==> src/rtl/mips_muldiv.sv <==
// MIPS HI/LO multiply/divide unit.
// Handles 32x32 signed/unsigned multiply (shift-add) and divide (restoring,
// on magnitudes). Each operation takes 32 iterations. HI/LO only change when
// a result lands or on MTHI/MTLO.
module mips_muldiv (
    input  logic        clk,
    input  logic        rst,
    input  logic        start_i,
    input  logic [1:0]  op_i,
    input  logic [31:0] a_i,
    input  logic [31:0] b_i,
    input  logic        mthi_i,
    input  logic        mtlo_i,
    output logic        busy_o,
    output logic        done_o,
    output logic [31:0] hi_o,
    output logic [31:0] lo_o
);

    typedef enum logic [1:0] {IDLE, MUL, DIV, DONE} state_t;

    state_t      r_state;
    logic [4:0]  r_count;
    logic [63:0] r_work;
    logic [31:0] r_opnd;
    logic [31:0] r_aRaw;
    logic        r_negLo;
    logic        r_negHi;
    logic        r_divZero;
    logic        r_busy;
    logic        r_done;
    logic [31:0] r_hi;
    logic [31:0] r_lo;

    logic        w_signed;
    logic        w_aNeg;
    logic        w_bNeg;
    logic [31:0] w_aMag;
    logic [31:0] w_bMag;
    logic [32:0] w_mulSum;
    logic [63:0] w_mulNext;
    logic [63:0] w_mulResult;
    logic [32:0] w_divShift;
    logic        w_divGe;
    logic [31:0] w_divRem;
    logic [31:0] w_divQuo;
    logic [31:0] w_divLo;
    logic [31:0] w_divHi;
    logic        w_lastStep;

    // Operand conditioning: signed ops work on magnitudes and fix the sign at the end.
    always_comb begin
        w_signed = ~op_i[0];
        w_aNeg   = w_signed & a_i[31];
        w_bNeg   = w_signed & b_i[31];
        w_aMag   = w_aNeg ? (32'd0 - a_i) : a_i;
        w_bMag   = w_bNeg ? (32'd0 - b_i) : b_i;
    end

    // One datapath step: r_work is {partial product, multiplier} for MUL and
    // {partial remainder, dividend/quotient} for DIV.
    always_comb begin
        w_mulSum    = {1'b0, r_work[63:32]} + (r_work[0] ? {1'b0, r_opnd} : 33'd0);
        w_mulNext   = {w_mulSum, r_work[31:1]};
        w_mulResult = r_negLo ? (64'd0 - w_mulNext) : w_mulNext;

        w_divShift  = {r_work[63:32], r_work[31]};
        w_divGe     = (w_divShift >= {1'b0, r_opnd});
        w_divRem    = w_divGe ? (w_divShift[31:0] - r_opnd) : w_divShift[31:0];
        w_divQuo    = {r_work[30:0], w_divGe};
        w_divLo     = r_divZero ? 32'hFFFF_FFFF : (r_negLo ? (32'd0 - w_divQuo) : w_divQuo);
        w_divHi     = r_divZero ? r_aRaw : (r_negHi ? (32'd0 - w_divRem) : w_divRem);

        w_lastStep  = (r_count == 5'd31);
    end

    // Control FSM with registered busy/done and the architectural HI/LO registers.
    always_ff @(posedge clk) begin
        if (rst) begin
            r_state   <= IDLE;
            r_count   <= 5'd0;
            r_work    <= 64'd0;
            r_opnd    <= 32'd0;
            r_aRaw    <= 32'd0;
            r_negLo   <= 1'b0;
            r_negHi   <= 1'b0;
            r_divZero <= 1'b0;
            r_busy    <= 1'b0;
            r_done    <= 1'b0;
            r_hi      <= 32'd0;
            r_lo      <= 32'd0;
        end else begin
            r_done <= 1'b0;
            case (r_state)
                IDLE, DONE: begin
                    r_state <= IDLE;
                    if (start_i) begin
                        r_state   <= op_i[1] ? DIV : MUL;
                        r_busy    <= 1'b1;
                        r_count   <= 5'd0;
                        r_work    <= {32'd0, w_aMag};
                        r_opnd    <= w_bMag;
                        r_aRaw    <= a_i;
                        r_negLo   <= w_aNeg ^ w_bNeg;
                        r_negHi   <= w_aNeg;
                        r_divZero <= (b_i == 32'd0);
                    end else begin
                        if (mthi_i) r_hi <= a_i;
                        if (mtlo_i) r_lo <= a_i;
                    end
                end
                MUL: begin
                    r_work  <= w_mulNext;
                    r_count <= r_count + 5'd1;
                    if (w_lastStep) begin
                        r_hi    <= w_mulResult[63:32];
                        r_lo    <= w_mulResult[31:0];
                        r_state <= DONE;
                        r_busy  <= 1'b0;
                        r_done  <= 1'b1;
                    end
                end
                DIV: begin
                    r_work  <= {w_divRem, w_divQuo};
                    r_count <= r_count + 5'd1;
                    if (w_lastStep) begin
                        r_hi    <= w_divHi;
                        r_lo    <= w_divLo;
                        r_state <= DONE;
                        r_busy  <= 1'b0;
                        r_done  <= 1'b1;
                    end
                end
                default: r_state <= IDLE;
            endcase
        end
    end

    assign busy_o = r_busy;
    assign done_o = r_done;
    assign hi_o   = r_hi;
    assign lo_o   = r_lo;

endmodule

==> config.mk <==
export PLATFORM = sky130hd
export DESIGN_NAME = mips_muldiv
export DESIGN_NICKNAME = d
export VERILOG_FILES = /design/src/rtl/mips_muldiv.sv
export SDC_FILE = /design/constraint.sdc
export NUM_CORES = 1
export LEC_CHECK = 0
export ABC_AREA = 1
export CAP_MARGIN = 0
export CORE_UTILIZATION = 38
export CTS_BUF_LIST = sky130_fd_sc_hd__clkbuf_4 sky130_fd_sc_hd__clkbuf_8 sky130_fd_sc_hd__clkbuf_16
export DETAILED_ROUTE_END_ITERATION = 16
export MAX_ROUTING_LAYER = met4
export PLACE_DENSITY = 0.57
export RECOVER_POWER = 25
export SLEW_MARGIN = 20
export SYNTH_ARGS = -nofsm -noshare
export SYNTH_HDL_FRONTEND = slang
export SYNTH_SLANG_ARGS = --single-unit
==> constraint.sdc <==
create_clock -name clk -period 6.2 [get_ports clk]
set_input_delay 1.86 -clock clk [delete_from_list [all_inputs] [get_ports clk]]
set_output_delay 1.86 -clock clk [all_outputs]
set_load 0.005 [all_outputs]
Word-level counts from Yosys, hierarchy flattened
Index checks and enable logic that the tools add are counted.
- bits in registers: 204
- output and inout bits: 66
- add/sub/neg operators: 8
- order comparisons: 1
- equality and inequality tests: 11
- multiplexer cells: 31
- bitwise operators: 5
- reductions and logical operators: 9
- operators by type and width (operator ; number):
    32-bit 2-to-1 mux ; 16
    32-bit case mux with 3 select lines ; 2
    64-bit case mux with 3 select lines ; 1
    64-bit 2-to-1 mux ; 2
    1-bit by 32-bit subtractor with 32-bit output, first input constant ; 4
    1-bit by 64-bit subtractor with 64-bit output, first input constant ; 1
    32-bit by 32-bit adder with 33-bit output ; 1
    33-bit by 32-bit >= comparator with 1-bit output ; 1
    32-bit zero test ; 1
    32-bit subtractor ; 1
    2-bit inequality test, second input constant ; 6
    5-bit case mux with 2 select lines ; 1
    4-bit AND reduction ; 2
    2-bit 2-to-1 mux ; 3
    2-bit OR reduction ; 3
    5-bit by 1-bit adder with 5-bit output, second input constant ; 1
    5-bit == test, second input constant ; 1
    5-bit 2-to-1 mux ; 1
    2-bit == test, second input constant ; 2
    2-bit case mux with 2 select lines ; 1
    2-bit AND reduction ; 2
    1-bit 2-to-1 mux ; 3
    1-bit bitwise AND ; 2
    2-bit by 1-bit == test with 1-bit output, second input constant ; 1
    5 further kinds ; 6

Depth between registers and ports, before layout
Gate-level depths: netlist of the first run.
- depth in word-level cells: 7
- depth in mapped cells: 29
- gate-level depth less buffers: 27

Least setup slack after synthesis of the first run
OpenSTA, ideal clock, no wires.
- path type: input-to-reg
- start point: in a_i[1]
- end point: reg r_work[30]
- setup time: 0.115 ns
- arrival time: 3.750 ns
- required time: 6.085 ns
- path slack: 2.334 ns
- stages on the path: 17
- cells stage by stage: inv_1 > ha_1 > nand3_1 > nor3_1 > nand3_1 > nor3_1 > nand2_1 > nand2_1 > nand3_1 > nor2_1 > nand2_1 > nor2_1 > nand2_1 > nor2_1 > a21oi_1 > o21ai_0 > inv_1
- longest elaborated chain between the ends: 4
- RTL lines (element ; RTL line ; text):
    from (decl) ; 10 ; input logic [31:0] a_i,
    1-bit by 32-bit subtractor with 32-bit output ; 56 ; w_aMag = w_aNeg ? (32'd0 - a_i) : a_i;
    32-bit 2-to-1 mux ; 56 ;
    64-bit 2-to-1 mux ; 97 ; if (start_i) begin
    64-bit case mux with 3 select lines ; 94 ; case (r_state)
    to (signal assigned) ; 101 ; r_work <= {32'd0, w_aMag};
    to (signal assigned) ; 113 ; r_work <= w_mulNext;
    to (signal assigned) ; 124 ; r_work <= {w_divRem, w_divQuo};
    to (decl) ; 24 ; logic [63:0] r_work;
No other way between the ends. The select of a mux whose other input is x is not followed.
A chain may end at the register's enable or synchronous reset.

Worst setup path after layout of the first run
- start point: in start_i
- end point: reg r_aRaw[6]
- longest elaborated chain between the ends: 1
- RTL lines (element ; RTL line ; text):
    from (decl) ; 8 ; input logic start_i,
    2-bit AND reduction (no line) ; - ;
    to (signal assigned) ; 103 ; r_aRaw <= a_i;
    to (decl) ; 26 ; logic [31:0] r_aRaw;
No other way between the ends.

==> flow_metrics.tcl, run 1 <==
set metrics [dict create \
    antenna_found_initial 4 \
    rsz0062_at_grt "no" \
    overflow 0 \
    core.rowCount 82 \
    cpMostUsedCell "nand2_1" \
    grt_usage 0.338 \
    final_util 0.441 \
    max_slew_margin -1.15 \
    drtIter0Drc 2637 \
    post_cts_resized 0 \
    place_hpwl_mm 69.3 \
    final_net_count 3555 \
    synthTopCellsByArea "dfxtp_1, nand2_1, inv_1, a21oi_1, o21ai_0" \
    timing.rr.end "lo_o[8]$_SDFFE_PP0P_" \
    avgSynthCellArea_um2 5.78 \
    finalWirelength_mm 88.6 \
    start_kind "primary input" \
    total_power_uw 5260 \
    start_util 0.387 \
    final_layout_size_suffix_gt1_frac 0.0606 \
    yosysMostFrequentCell "nand2_1" \
    r2r_setup_slack_ps 1500 \
    io_pins 137 \
    numPortBuffers 136 \
    ys_seq_area_frac 0.210 \
    cts_max_path_buffers 3 \
    ys_seq_elements 204 \
    die_width_um 228 \
    dieHeight_um 228 \
    arrival_ps 5560 \
    synth_area_leader_cell "dfxtp_1" \
    drv_slew 142 \
    cp_cell_sequence "dlygate4sd3_1 > nand2_1 > inv_1 > clkbuf_1 > nand2_1 > buf_4 > o21ai_0" \
    p_clk_frac 0.310 \
    cts-root-buf "clkbuf_16" \
    max_clock_freq_ghz 0.197 \
    grt_pass1_wl_mm 132 \
    p_comb_frac 0.377 \
    clk_pin_slew_worst_paths_ps 60 \
    hp-class "flop to flop" \
    switching_share 0.420 \
    viasPerCell 5.64 \
    synth_fp_nets 3505 \
    cts_buffers 27 \
    yosysWarnings 0 \
    cts_hold_buf 0 \
    hold_depth 2 \
    fin_tns_setup_ps 0 \
    post_drt_wl_per_cell_um 21.6 \
    crit_family "buffers and inverters" \
    cts_setup_buffers 0 \
    syn_inst 3360 \
    cts_tree "done" \
    syn2layout_area_growth_pct 14.2 \
    grt_pass1_vias 20933 \
    hold_viol 0 \
    clock_skew_ps 27.7 \
    htreeDepth 1 \
    drc 0 \
    vias 23152 \
    synth-main-ff-cell "dfxtp_1" \
    die-area_um2 52000 \
    cp_num_cells 7 \
    min_period_ps 5070 \
    timing.critical_path.buf_inv 4 \
    final_antenna_net_count 0 \
    outcome "finished, violations left" \
    clkSinkCount 204 \
    synth_common_cells "nand2_1, inv_1, nor2_1" \
    netlist_area_um2 19400 \
    netlist.area_leader.share 0.210 \
    async_flop_share 0 \
    min_to "hi_o[11]$_SDFFE_PP0P_" \
    violations "capacitance limit, slew limit" \
    core_area_um2 50300 \
    r2r.worst_path.cells 21 \
    cpMaxStageDelayCell "clkbuf_1" \
    vdd_drop_max_uv 268 \
    cp.required_ps 6690 \
    synth_edf_count 0 \
    powerDensity_nw_per_um2 237 \
    p_int_uw 3050 \
    max_stage_delay_ps 1680 \
    seqPwrFrac 0.313 \
    clk_latency_ps 580 \
    maxCapViolations 3 \
    grt_max_degree 79 \
    hp-start "hi_o[11]$_SDFFE_PP0P_" \
    setup_viol 0 \
    first_pass_iters 6 \
    gp_congestion 1.02 \
    reg2reg_from "r_opnd[16]$_SDFFE_PP0P_" \
    leakagePower_uw 0.0107 \
    period_share 0.818 \
    switching_power_uw 2210 \
    synth.distinct_cells 59 \
    crit_type "primary input to flop" \
    critPathMaxFanout 50 \
    endpoint_kind "flop" \
    worstMarginPinSlew_ps 3230 \
]
## how the worst max path moves through the flow
| stage | endpoint | start | slack, ps |
|---|---|---|---|
| final | r_aRaw[6]$_SDFFE_PP0P_ | start_i | 1130 |
| after global routing | r_aRaw[2]$_SDFFE_PP0P_ | start_i | 750 |
| after CTS | lo_o[8]$_SDFFE_PP0P_ | r_opnd[29]$_SDFFE_PP0P_ | 1640 |
| after detailed placement | r_work[30]$_SDFFE_PP0N_ | a_i[0] | 1080 |
| after global placement | r_work[30]$_SDFFE_PP0N_ | a_i[0] | 1110 |
| after floorplan | r_work[30]$_SDFFE_PP0N_ | a_i[1] | 2330 |
## worst min-delay path: stages (launching register included)
cell,delay (ps)
dfxtp_1,300
nand2_1,60
a21oi_1,50
## metal layers
metal  part of all wire  GRT usage  vias to the layer above
met1               0.49      0.509                    10881
li1                   -          -                    11131
met5                  0          -                        -
met2               0.40      0.476                     1048
met4              0.018     0.0604                        0
met3              0.086     0.0464                       92
## layout make-up
| type | instances | area, µm² |
|---|---|---|
| fill | 5628 | 28100 |
| multi-input combinational | 2527 | 12900 |
| sequential | 204 | 4090 |
| inverter | 478 | 1800 |
| timing repair buffer | 172 | 1610 |
| tap | 672 | 841 |
| clock buffer | 39 | 810 |
| clock inverter | 11 | 96.3 |
| antenna | 1 | 2.50 |
## power by group through the flow
stage / Sequential (µW) / Clock, µW / Combinational [µW]
2_1_floorplan: 1610 / 0 / 1200
3_3_place_gp: 1670 / 0 / 1940
3_5_place_dp: 1670 / 0 / 1950
4_1_cts: 1640 / 1650 / 1960
5_1_grt: 1660 / 1690 / 2150
6_report: 1650 / 1630 / 1980
## registers in the layout (all words and copies together), names as in the netlist, 2 cells and up
register,cells
hi_o,32
lo_o,32
r_aRaw,32
r_count,5
r_opnd,32
r_state,2
r_work,64
## cell families after synthesis
family,after synthesis,share of synthesized area
adder cells (fa/ha/maj),74,0.0484
AND/OR/NAND/NOR,1619,0.359
flip-flops,204,0.210
XOR/XNOR,90,0.0410
multiplexers,1,0.000515
AO/OA/AOI/OAI,743,0.216
buffers and inverters,629,0.125
## stage by stage
| stage | worst slack [ps] | area, µm² | hold slack (ps) | instances |
|---|---|---|---|---|
| 2_1_floorplan | 2330 | 19400 | 436 | 3360 |
| 3_3_place_gp | 1110 | 21300 | 449 | 4053 |
| 3_5_place_dp | 1080 | 21300 | 457 | 4053 |
| 4_1_cts | 1640 | 22200 | 466 | 4103 |
| 5_1_grt | 748 | 22200 | 479 | 4104 |
| 6_report | 1130 | 22200 | 459 | 4104 |
## placed cells by master (no fill, tap or decap), types with 7 or more instances in the layout
| cell type | n |
|---|---|
| a21oi_1 | 256 |
| a31oi_1 | 46 |
| buf_4 | 33 |
| clkbuf_16 | 27 |
| clkbuf_8 | 7 |
| clkdlybuf4s50_1 | 81 |
| dfxtp_1 | 203 |
| dlygate4sd3_1 | 54 |
| ha_1 | 70 |
| inv_1 | 457 |
| inv_2 | 16 |
| nand2_1 | 934 |
| nand2_2 | 21 |
| nand3_1 | 219 |
| nand3_2 | 13 |
| nand3b_1 | 19 |
| nand4_1 | 32 |
| nor2_1 | 264 |
| nor2_2 | 30 |
| nor2_4 | 7 |
| nor3_1 | 51 |
| nor4_1 | 8 |
| o211ai_1 | 31 |
| o21ai_0 | 248 |
| o21ai_1 | 14 |
| o221ai_1 | 12 |
| o22ai_1 | 79 |
| xnor2_1 | 21 |
| xor2_1 | 68 |
Note: power is estimated with default switching activity, not from simulation.
==> run 2: changes to the inputs <==
--- a/config.mk
+++ b/config.mk
@@ -11,7 +11,7 @@
 export CTS_BUF_LIST = sky130_fd_sc_hd__clkbuf_4 sky130_fd_sc_hd__clkbuf_8 sky130_fd_sc_hd__clkbuf_16
 export DETAILED_ROUTE_END_ITERATION = 16
 export MAX_ROUTING_LAYER = met4
-export PLACE_DENSITY = 0.57
+export PLACE_DENSITY = 0.59
 export RECOVER_POWER = 25
 export SLEW_MARGIN = 20
 export SYNTH_ARGS = -nofsm -noshare
==> constraint.sdc (replaced) <==
create_clock -name clk -period 4.1 [get_ports clk]
set_input_delay 1.23 -clock clk [delete_from_list [all_inputs] [get_ports clk]]
set_output_delay 1.23 -clock clk [all_outputs]
set_load 0.005 [all_outputs]
==> run 2 against run 1 <==
  * The run still ends with capacitance limit, slew limit left
  * Register-to-register slack worse by 1200 ps
  * Global-route usage decreased by 2.3 points
  * Clock-buffer cell count down 5
  * Total power up 54%
  * Final cell count grew 2.3%
  * Clock skew shrank 4.2 ps
  * Setup slack got worse by 860 ps
  * Sequential cell count unchanged
  * First-iteration DRC count is 9.0% lower
  * Via count is 0.48% lower
  * Design area is 3.8% higher
  * Clock power grew 55%
  * Critical path type is now flop to flop
  * Critical endpoint is now hi_o[26]$_SDFFE_PP0P_
  * Largest cell class unchanged
  * Largest power group unchanged
==> flow_metrics.tcl, run 2 (synthesis gave the netlist of run 1 again) <==
set metrics [dict create \
    layout_commonest_cell "nand2_1" \
    switching_share 0.403 \
    dp_cells 4150 \
    top_register "r_work" \
    max_clock_freq_ghz 0.261 \
    layout.cells.non_filler 4198 \
    viasPerCell 5.49 \
    grt_pass1_vias 21199 \
    start_util 0.387 \
    place_hpwl_mm 63.5 \
    p_int_uw 4830 \
    switching_power_uw 3260 \
    cts_tree "done" \
    leakagePower_uw 0.0112 \
    p_clk_frac 0.313 \
    min_period_ps 3830 \
    clk_pin_slew_worst_paths_ps 60 \
    powerDensity_nw_per_um2 351 \
    vias 23042 \
    io_pins 137 \
    p_comb_frac 0.381 \
    final_cell_mix "nand2_1, inv_1, nor2_1" \
    setup_viol 0 \
    cts_max_path_buffers 3 \
    core_area_um2 50300 \
    syn2layout_area_growth_pct 18.6 \
    vdd_drop_max_uv 309 \
    final_antenna_net_count 0 \
    drv_slew 105 \
    clkSinkCount 204 \
    violations "capacitance limit, slew limit" \
    clk_latency_ps 580 \
    die-area_um2 52000 \
    finalWirelength_mm 81.3 \
    crit_type "flop to flop" \
    period_share 0.935 \
    seqPwrFrac 0.307 \
    hp-class "flop to flop" \
    ff_latch_area_um2 4090 \
    max_slew_margin -0.302 \
    die_width_um 228 \
    cts-root-buf "clkbuf_16" \
    critPathMaxFanout 6 \
    layout_setup_ws_ps 266 \
    dieHeight_um 228 \
    cts_hold_buf 0 \
    grt_max_degree 79 \
    post_drt_wl_per_cell_um 19.4 \
    cts_buffers 26 \
    worstMarginPinSlew_ps 1950 \
    rsz0062_at_grt "no" \
    core.rowCount 82 \
    start_kind "flop" \
    hold_viol 0 \
    antenna_found_initial 1 \
    n_fill_cell 5579 \
    htreeDepth 1 \
    cp.required_ps 4610 \
    final_layout_size_suffix_gt1_frac 0.0862 \
    drtIter0Drc 2400 \
    largest_reg_flops 64 \
    multi_input_area_um2 12900 \
    drc 0 \
    first_pass_iters 6 \
    clock_skew_ps 23.5 \
    gp_congestion 1.03 \
    outcome "finished, violations left" \
    final_net_count 3651 \
    grt_usage 0.316 \
    overflow 0 \
    maxCapViolations 2 \
    arrival_ps 4340 \
    endpoint_kind "flop" \
    grt_pass1_wl_mm 126 \
    numPortBuffers 136 \
    dp_slack_ps -58.5 \
    cts_setup_buffers 0 \
]
[run 2: cell count changes in the layout (fill, tap and decap cells not counted), moves of 2 or more]
cell / previous run / this run
buf_12: 0 / 8
buf_4: 33 / 119
bufinv_16: 1 / 4
clkbuf_1: 4 / 2
clkbuf_2: 0 / 5
clkbuf_4: 5 / 2
clkdlybuf4s50_1: 81 / 99
dlygate4sd3_1: 54 / 36
[run 2: path summary, 6_finish.rpt]
check                          from               endpoint  slack (ps)  depth (start not counted)
min reg2reg   hi_o[12]$_SDFFE_PP0P_  hi_o[12]$_SDFFE_PP0P_         460                          2
max reg2reg  r_opnd[0]$_SDFFE_PP0P_  hi_o[26]$_SDFFE_PP0P_         270                         23
min           hi_o[12]$_SDFFE_PP0P_  hi_o[12]$_SDFFE_PP0P_         460                          2
max          r_opnd[0]$_SDFFE_PP0P_  hi_o[26]$_SDFFE_PP0P_         270                         23
[run 2: power by group through the flow]
| stage | clock, µW | combinational [µW] | sequential (µW) |
|---|---|---|---|
| 2_1_floorplan | 0 | 1810 | 2430 |
| 3_3_place_gp | 0 | 3030 | 2510 |
| 3_5_place_dp | 0 | 3030 | 2510 |
| 4_1_cts | 2560 | 3050 | 2470 |
| 5_1_grt | 2650 | 3370 | 2510 |
| 6_report | 2530 | 3080 | 2480 |
[run 2: layer usage]
layer	GRT usage	routed length, µm	up-vias	share of wire
met4	0.0669	1790	0	0.022
met5	-	0	-	0
met1	0.459	38300	10562	0.47
met2	0.462	34100	1032	0.42
li1	-	-	11345	-
met3	0.0381	7010	103	0.086
[run 2: timing repair]
item                       CTS  global route
resized for setup            0             3
setup endpoints to repair    0            15
hold endpoints to repair     0             0
[run 2: critical path: stages (launching register included)]
cell	delay, ps
dfxtp_1	540
nand2_1	90
inv_1	70
ha_1	190
inv_1	70
fa_1	390
xnor2_1	190
inv_1	200
nand2_1	110
nor3_1	180
inv_1	80
nor2_2	130
nand3_1	180
nor2_2	210
nand3_1	120
nand2_1	130
nand2_2	100
nor2_4	190
nand2_1	80
nand3_1	80
nand3_1	110
nand2_1	130
nand2_1	70
a21oi_2	140
[run 2: cell type report]
type | count | area share
flip-flops and latches | 204 | 0.177
inverters | 478 | 0.0780
diodes | 1 | 0.000109
clock inverters | 13 | 0.00809
repair buffers | 269 | 0.106
well taps | 672 | 0.0365
multi-input cells | 2527 | 0.562
clock buffers | 34 | 0.0325
[run 2: metrics by stage]
step	instance area (µm²)	total power (µW)	utilization	hold WS (ps)	TNS (ps)
finish	23000	8100	0.458	463	0
floorplan	19400	4250	-	436	0
detailed placement	22100	5540	0.440	456	-92.7
CTS	23000	8080	0.458	466	0
global placement	22100	5550	0.440	452	-6.47
global route	23000	8520	0.458	479	0
==> run 3: changes to the inputs <==
--- a/config.mk
+++ b/config.mk
@@ -6,12 +6,14 @@
 export NUM_CORES = 1
 export LEC_CHECK = 0
 export ABC_AREA = 1
+export ABC_CLOCK_PERIOD_IN_PS = 4100
 export CAP_MARGIN = 0
 export CORE_UTILIZATION = 38
 export CTS_BUF_LIST = sky130_fd_sc_hd__clkbuf_4 sky130_fd_sc_hd__clkbuf_8 sky130_fd_sc_hd__clkbuf_16
 export DETAILED_ROUTE_END_ITERATION = 16
+export DONT_BUFFER_PORTS = 1
 export MAX_ROUTING_LAYER = met4
-export PLACE_DENSITY = 0.59
+export PLACE_DENSITY = 0.55
 export RECOVER_POWER = 25
 export SLEW_MARGIN = 20
 export SYNTH_ARGS = -nofsm -noshare
==> run 3 against run 2 <==
  * The flow now finishes without violations
  * Clock-buffer cell count up 5
  * Non-clock buffer count fell by 161
  * Setup slack got worse by 52 ps
  * Fmax is 1.3% lower
  * Die area stayed put
  * Sequential power increased by 2%
  * Global-route usage grew 3.0 points
  * Clock skew shrank 11 ps
  * Clock power down 4%
  * Critical path type unchanged
==> flow_metrics.tcl, run 3 (synthesis gave the netlist of run 1 again) <==
set metrics [dict create \
    reg2reg_from "r_opnd[6]$_SDFFE_PP0P_" \
    hp-class "flop to flop" \
    max_stage_delay_ps 530 \
    layout_commonest_cell "nand2_1" \
    first_pass_iters 5 \
    max_clock_freq_ghz 0.257 \
    drv_slew 0 \
    largest_reg_flops 64 \
    maxCapViolations 0 \
    final_antenna_net_count 0 \
    finalWirelength_mm 89.6 \
    clk_latency_ps 590 \
    cts_max_path_buffers 3 \
    post_drt_wl_per_cell_um 22.2 \
    vdd_drop_max_uv 373 \
    critPathMaxFanout 24 \
    die-area_um2 52000 \
    core_area_um2 50300 \
    arrival_ps 4370 \
    cts_buffers 27 \
    hold_viol 0 \
    leakagePower_uw 0.0105 \
    start_kind "flop" \
    outcome "finished clean" \
    min_period_ps 3890 \
    antenna_found_initial 0 \
    grt_usage 0.346 \
    final_net_count 3491 \
    worstMarginPinSlew_ps 1250 \
    stdcell_area_um2 21400 \
    clk_pin_slew_worst_paths_ps 60 \
    post_dp_cell_area_um2 20500 \
    fin_tns_setup_ps 0 \
    max_slew_margin 0.164 \
    cpMaxStageDelayCell "dfxtp_1" \
    timing.critical_path.buf_inv 4 \
    cts_tree "done" \
    r2r.worst_path.cells 28 \
    syn2layout_area_growth_pct 10.2 \
    period_share 0.948 \
    grt_pass1_vias 21383 \
    final_cell_mix "nand2_1, inv_1, nor2_1" \
    r2r_setup_slack_ps 210 \
    vias 23036 \
    rsz0062_at_grt "no" \
    core.rowCount 82 \
    timing.rr.end "hi_o[30]$_SDFFE_PP0P_" \
    gp_congestion 1.06 \
    clock_skew_ps 12.7 \
    viasPerCell 5.70 \
    io_pins 137 \
    top_register "r_work" \
    cp.required_ps 4580 \
    powerDensity_nw_per_um2 362 \
    dieHeight_um 228 \
    cts_setup_buffers 0 \
    crit_family "simple AND/OR/NAND/NOR gates" \
    grt_pass1_wl_mm 135 \
    overflow 0 \
    hp-start "r_count[4]$_SDFFE_PP0N_" \
    place_hpwl_mm 70.0 \
    cts_hold_buf 0 \
    drc 0 \
    die_width_um 228 \
    endpoint_kind "flop" \
    cts-root-buf "clkbuf_16" \
    grt_max_degree 95 \
    min_to "r_count[4]$_SDFFE_PP0N_" \
    clkSinkCount 204 \
    hold_depth 2 \
    numPortBuffers 0 \
    final_layout_size_suffix_gt1_frac 0.0847 \
    crit_type "flop to flop" \
    cpMostUsedCell "nand2_1" \
    start_util 0.387 \
    htreeDepth 1 \
    setup_viol 0 \
    drtIter0Drc 2811 \
]
## run 3: cell count changes in the layout (fill, tap and decap cells not counted), moves of 2 or more
cell             delta
clkdlybuf4s50_1    -99
dlygate4sd3_1      -36
buf_4              -17
clkbuf_4            +7
buf_12              -5
clkbuf_2            -5
bufinv_16           -3
clkbuf_8            -3
clkinv_4            -2
nor3_1              -2
nor3_2              +2
## run 3: power by group
part           switching, µW  internal [µW]  total [µW]
Combinational           2000            790        2790
Clock                   1040           1400        2440
Sequential               278           2240        2520
Total                   3320           4430        7760
## run 3: through the flow
stage / hold WS, ps / cells / util / total power [µW] / worst slack (ps)
after floorplan: 436 / 3360 / - / 4250 / 796
after global placement: 448 / 3989 / 0.408 / 5250 / 228
after global routing: 496 / 4037 / 0.426 / 8130 / 9.34
after detailed placement: 458 / 3989 / 0.408 / 5250 / 212
after CTS: 469 / 4037 / 0.426 / 7690 / 213
final: 465 / 4038 / 0.426 / 7760 / 214
## run 3: timing repair
item                                    in CTS  in global routing
endpoints found under the setup margin       0                 12
gates resized for setup                      0                  9
hold endpoints to repair                     0                  0
## run 3: area by class of cell
| type | count | area [µm²] |
|---|---|---|
| Clock inverter | 9 | 96.3 |
| Sequential cell | 204 | 4090 |
| Clock buffer | 39 | 785 |
| Fill cell | 5604 | 28900 |
| Tap cell | 672 | 841 |
| Antenna cell | 1 | 2.50 |
| Multi-Input combinational cell | 2527 | 13000 |
| Inverter | 478 | 1800 |
| Timing Repair Buffer | 108 | 856 |
## run 3: worst max path at each step
stage                                  startpoint                    end  slack, ps  depth (start not counted)
after floorplan            r_work[0]$_SDFFE_PP0N_  hi_o[28]$_SDFFE_PP0P_        800                         26
after global placement    r_work[31]$_SDFFE_PP0N_  hi_o[15]$_SDFFE_PP0P_        230                         23
after detailed placement   r_work[0]$_SDFFE_PP0N_  hi_o[29]$_SDFFE_PP0P_        210                         22
after CTS                  r_work[0]$_SDFFE_PP0N_  hi_o[29]$_SDFFE_PP0P_        210                         22
after global routing       r_opnd[8]$_SDFFE_PP0P_  hi_o[30]$_SDFFE_PP0P_          9                         27
final                      r_opnd[6]$_SDFFE_PP0P_  hi_o[30]$_SDFFE_PP0P_        210                         28
## run 3: per-layer routing
layer,part of all wire,track usage
met1,0.49,0.515
met5,0,-
met3,0.091,0.0538
met2,0.40,0.485
met4,0.021,0.0696
## run 3: worst reg2reg max path, delay by kind of cell, from the launching register on
kind,cells,cell delay [ps]
buf+inv,4,530
fa+ha+maj,1,340
flops,1,530
compound gates,1,60
simple gates,22,2320
